File: src/rtl/mc_delay_ctrl.sv
// Delay-line code controller: sets a single code or sweeps a code range one LSB
// at a time, holding each code for a programmable number of settle cycles.
module mc_delay_ctrl #(
  parameter int unsigned           DelayWidth = 4,
  parameter int unsigned           DwellWidth = 8,
  parameter logic [DelayWidth-1:0] ResetCode  = '0
) (
  input  logic                  clk_i,
  input  logic                  rst_i,
  input  logic                  cfg_valid_i,
  output logic                  cfg_ready_o,
  input  logic                  cfg_mode_i,
  input  logic [DelayWidth-1:0] cfg_code_i,
  input  logic [DelayWidth-1:0] cfg_end_i,
  input  logic [DwellWidth-1:0] cfg_dwell_i,
  input  logic                  abort_i,
  output logic [DelayWidth-1:0] delay_o,
  output logic                  busy_o,
  output logic                  sample_o,
  output logic                  done_o
);

  typedef enum logic {
    IDLE   = 1'b0,
    SETTLE = 1'b1
  } state_e;

  state_e                state_q;
  logic [DelayWidth-1:0] delay_q;
  logic [DelayWidth-1:0] end_q;
  logic [DwellWidth-1:0] dwell_q;
  logic [DwellWidth-1:0] cnt_q;
  logic                  mode_q;
  logic                  dir_up_q;
  logic                  terminal;
  logic                  at_end;

  assign terminal    = (state_q == SETTLE) && (cnt_q == '0);
  assign at_end      = (delay_q == end_q);
  assign cfg_ready_o = (state_q == IDLE);
  assign busy_o      = (state_q == SETTLE);
  assign delay_o     = delay_q;

  // An abort in the terminal cycle wins over the pulses, so they are gated
  // combinationally rather than registered one cycle late.
  assign sample_o = terminal && mode_q && !abort_i;
  assign done_o   = terminal && at_end && !abort_i;

  // NOTE: all state uses non-blocking assignments so every register samples
  // the pre-edge values, independent of statement order inside this block.
  always_ff @(posedge clk_i or posedge rst_i) begin
    if (rst_i) begin
      state_q  <= IDLE;
      delay_q  <= ResetCode;
      end_q    <= '0;
      dwell_q  <= '0;
      cnt_q    <= '0;
      mode_q   <= 1'b0;
      dir_up_q <= 1'b0;
    end else begin
      case (state_q)
        IDLE: begin
          if (cfg_valid_i) begin
            delay_q  <= cfg_code_i;
            mode_q   <= cfg_mode_i;
            end_q    <= cfg_mode_i ? cfg_end_i : cfg_code_i;
            dir_up_q <= cfg_mode_i ? (cfg_end_i >= cfg_code_i) : 1'b1;
            dwell_q  <= cfg_dwell_i;
            cnt_q    <= cfg_dwell_i;
            state_q  <= SETTLE;
          end
        end
        SETTLE: begin
          if (abort_i) begin
            state_q <= IDLE;
          end else if (cnt_q != '0) begin
            cnt_q <= cnt_q - DwellWidth'(1);
          end else if (at_end) begin
            state_q <= IDLE;
          end else begin
            // Direction is fixed at accept, so the sweep lands on end and never wraps.
            delay_q <= dir_up_q ? delay_q + DelayWidth'(1) : delay_q - DelayWidth'(1);
            cnt_q   <= dwell_q;
          end
        end
        default: state_q <= IDLE;
      endcase
    end
  end

endmodule

File: config.mk
export PLATFORM = sky130hd
export DESIGN_NAME = mc_delay_ctrl
export DESIGN_NICKNAME = d
export VERILOG_FILES = /design/src/rtl/mc_delay_ctrl.sv
export SDC_FILE = /design/constraint.sdc
export NUM_CORES = 1
export LEC_CHECK = 0
export BUFFER_PORTS_ARGS = -buffer_cell sky130_fd_sc_hd__buf_2
export CORE_UTILIZATION = 43
export DETAILED_ROUTE_END_ITERATION = 10
export GPL_TIMING_DRIVEN = 0
export PLACE_DENSITY = 0.71
export SETUP_SLACK_MARGIN = 0.1
export SLEW_MARGIN = 15
export SYNTH_ARGS = -nofsm -noshare
export SYNTH_HDL_FRONTEND = slang
export SYNTH_SLANG_ARGS = --single-unit
export TNS_END_PERCENT = 10
File: constraint.sdc
create_clock -name clk_i -period 1.85 [get_ports clk_i]
set_input_delay 0.185 -clock clk_i [delete_from_list [all_inputs] [get_ports clk_i]]
set_output_delay 0.185 -clock clk_i [all_outputs]
set_load 0.01 [all_outputs]
==> out/qor.log <==
INFO  hold_path      min-delay-path-class=in -> async
INFO  timing         maxSlewViolCount=0
INFO  run_status     violations=negative hold slack, negative setup slack
INFO  clock_network  clk_transition_reported_paths=0.10ns
INFO  synthesis      post-synth-top-count-cell=nand2_1
INFO  power_and_ir_drop p_int=0.00149W
INFO  global_routing via_count_of_the_first_global_routing_pass=1,437
INFO  global_routing antenna_found_initial=0
INFO  synthesis      synth.avg_cell_area=8.84um2
INFO  placement      post_dp_cell_area=1910um2
INFO  global_routing grt_pass1_wl=6890um
INFO  placement      hpwl=2910um
INFO  die            start_util=45.6%
INFO  synthesis      synthesized_instance_count=193
INFO  synthesis      nets_in_the_synthesized_netlist=223
INFO  synthesis      dominantRegCellSynth=dfrtp_1
INFO  power_and_ir_drop finalPower=0.00253W
INFO  synthesis      synth_cell_types=49
INFO  timing         hold_viol=15
INFO  clock_network  cts.path.max_buffers=2
INFO  layout         regArea=676um2
INFO  synthesis      ys_seq_elements=27
INFO  critical_path  worst-endpoint-required=1.66ns
INFO  run_status     result_of_the_run=complete, but fails checks
INFO  critical_path  kind_of_end_point_of_the_critical_path=output port
INFO  die            die_w=65.0um
INFO  power_and_ir_drop clk_network_pwr_share=13.2%
INFO  global_routing grt_start_max_net_pins=28
INFO  clock_network  tritoncts=yes
INFO  timing         relSlewSlack=35.9%
INFO  timing         layout_min_cycle_time=1.88ns
INFO  synthesis      synth.top_cell.area_share=39.6%
INFO  synthesis      synth_seq_area_share=39.6%
INFO  job            maxCapViolations=0
INFO  synthesis      synthesis.yosys.warnings=0
INFO  power_and_ir_drop combinationalPowerShare=47.3%
INFO  synthesis      synth.largest_area_cell=dfrtp_1
INFO  synthesis      synth_commonest_cells=nand2_1, dfrtp_1, o21ai_0
INFO  layout         num-fill-cells=355
INFO  timing         setup_slack=-0.0267ns
INFO  layout         finish.utilization=56.1%
INFO  timing         crit_share_post_route=101%
INFO  timing         worst-slew-pin-transition=0.956ns
INFO  die            placementRows=22
INFO  timing         report.final.setup_viol=1
INFO  timing         final.setup_skew=0.00945ns
INFO  timing         setup_total_negative_slack=-0.0267ns
INFO  timing         max_freq=533MHz
INFO  die            design.core.area=3740um2
INFO  clock_network  cts_buffers=3
INFO  power_and_ir_drop ir_drop_worst_vdd=0.470mV
INFO  power_and_ir_drop seqPwrFrac=39.4%
INFO  power_and_ir_drop power_density=1200nW/um2
INFO  placement      place_congestion=0.903
INFO  detailed_routing wl=4010um
INFO  timing         holdWs=-0.00830ns
INFO  die            die_height=65.0um
INFO  clock_network  cts_root_buf=clkbuf_8
INFO  critical_path  timing_worst_setup_path_type=reg -> out
INFO  detailed_routing via_count=1,472
INFO  clock_network  clock_latency_of_the_later_clocked_register_in_the_worst_skew_pair=0.27ns
INFO  synthesis      mappedNetlistArea=1710um2
INFO  clock_network  ctsHtreeMaxLevel=1
INFO  critical_path  timing.critical_path.arrival=1.69ns
INFO  detailed_routing route.detailed.drc=0
INFO  layout         num_antenna_cells=0
INFO  detailed_routing drtAntennaViolNets=0
INFO  placement      io_buffers=27
INFO  global_routing grt_overflow=0
INFO  synthesis      postSynth.asyncResetShare=100%
INFO  critical_path  crit_fanout=3
INFO  layout         area_growth=23.1%
INFO  synthesis      yosys-top-cells-area=dfrtp_1, nand2_1, ha_1
INFO  layout         final_design_area_no_fill=2100um2
INFO  timing         grt_setup_unrepaired=true
INFO  detailed_routing drtIter0Drc=108
INFO  power_and_ir_drop p_sw=0.00103W
INFO  critical_path  start_kind=flip-flop
INFO  layout         finish.net_count=264
INFO  power_and_ir_drop static-leakage-power=0.992nW
INFO  layout         drive_gt1_share=27.5%
INFO  detailed_routing routedWlPerCell=14.3um
INFO  detailed_routing drt_first_pass_iters=4
INFO  synthesis      synth-edff-count=0
INFO  die            i_o_pin_count=29
INFO  layout         multiInputGateArea=1020um2
INFO  global_routing groute.usage.overall=21.3%
INFO  detailed_routing drt-vias-per-instance=5.24
INFO  die            area_of_the_die=4220um2
INFO  clock_network  cts_sinks=27
INFO  power_and_ir_drop switching_share=40.9%
through the flow:
step	cells	setup slack, ns
global route	281	-0.172
CTS	280	-0.0226
floorplan	193	0.115
global placement	268	-0.0816
detailed placement	268	-0.0935
finish	281	-0.0267
critical path: stages (launching register included):
cell	delay, ns
dfrtp_1	0.40
inv_2	0.09
ha_4	0.14
nor4b_4	0.27
nand3_2	0.18
nor3b_2	0.20
buf_2	0.15
state kept, by name, summed over array words and instances, names as in the netlist:
register and count:
busy_o 1, cnt_q 8, delay_o 4, dir_up_q 1, dwell_q 8, end_q 4
mode_q 1
cells in the final DEF (no fill, tap or decap), types with 3 or more instances in the layout:
cell	count
xnor2_1	6
nand2b_1	4
clkbuf_1	3
inv_1	7
o22ai_1	3
nor2_1	8
buf_4	8
o21ai_0	11
buf_2	28
clkbuf_8	3
ha_1	7
dfrtp_1	27
nor3_1	5
nand2_1	40
mux2i_1	7
a21oi_1	10
power groups by stage:
stage          Clock [W]  Sequential, W  Combinational (W)
2_1_floorplan          0       0.000976           0.000781
3_3_place_gp           0        0.00101            0.00101
3_5_place_dp           0        0.00101            0.00102
4_1_cts         0.000355       0.000990            0.00114
5_1_grt         0.000372        0.00103            0.00134
6_report        0.000334       0.000997            0.00120
area by class of cell:
| type | count | share of cell area (%) |
|---|---|---|
| clock inverter | 1 | 0.238 |
| timing repair buffer | 36 | 10.0 |
| multi-input combinational | 147 | 48.6 |
| clock buffer | 3 | 1.97 |
| buffer | 8 | 2.09 |
| inverter | 11 | 2.09 |
| sequential | 27 | 32.2 |
| tap | 48 | 2.86 |
routing by layer:
metal / vias up / routed length, um / GRT usage [%]
met5: - / 0 / 0
met4: 0 / 33 / 5.28
li1: 760 / - / -
met1: 689 / 1970 / 28.4
met3: 2 / 131 / 4.23
met2: 21 / 1870 / 35.2
kinds of logic (layout without fill, tap and decap cells):
| logic type | count (synthesis) | count (layout) | synth area share (%) |
|---|---|---|---|
| and+or+nand+nor | 77 | 77 | 22.5 |
| AOI/OAI and AO/OA | 46 | 46 | 17.7 |
| DFF | 27 | 27 | 39.6 |
| buffers and inverters | 19 | 59 | 4.70 |
| adders and majority gates | 9 | 9 | 7.04 |
| muxes | 9 | 9 | 5.43 |
| xor gates and xnor gates | 6 | 6 | 3.08 |
path summary, 6_finish.rpt:
| check | to | start | cells after the start | slack [ns] |
|---|---|---|---|---|
| setup / recovery | sample_o | cnt_q[1] | 6 | -0.03 |
| hold / removal | delay_o[1] | rst_i | 2 | -0.008 |
| setup reg to reg | delay_o[0] | cnt_q[1] | 8 | 0 |
| hold reg to reg | dwell_q[3] | dwell_q[3] | 2 | 0.49 |
| max in group asynchronous | cnt_q[0] | rst_i | 2 | 1.41 |
| min in group clk_i | dwell_q[3] | cfg_dwell_i[3] | 3 | 0.11 |
repair_timing:
item / in CTS / in global routing
hold buffers: 0 / 0
endpoints found under the setup margin: 25 / 25
resized for setup: 12 / 9
endpoints found under the hold margin: 0 / 0
pin swaps: 5 / 3
setup buffers: 8 / 1
Power figures use the tool's default switching activity.
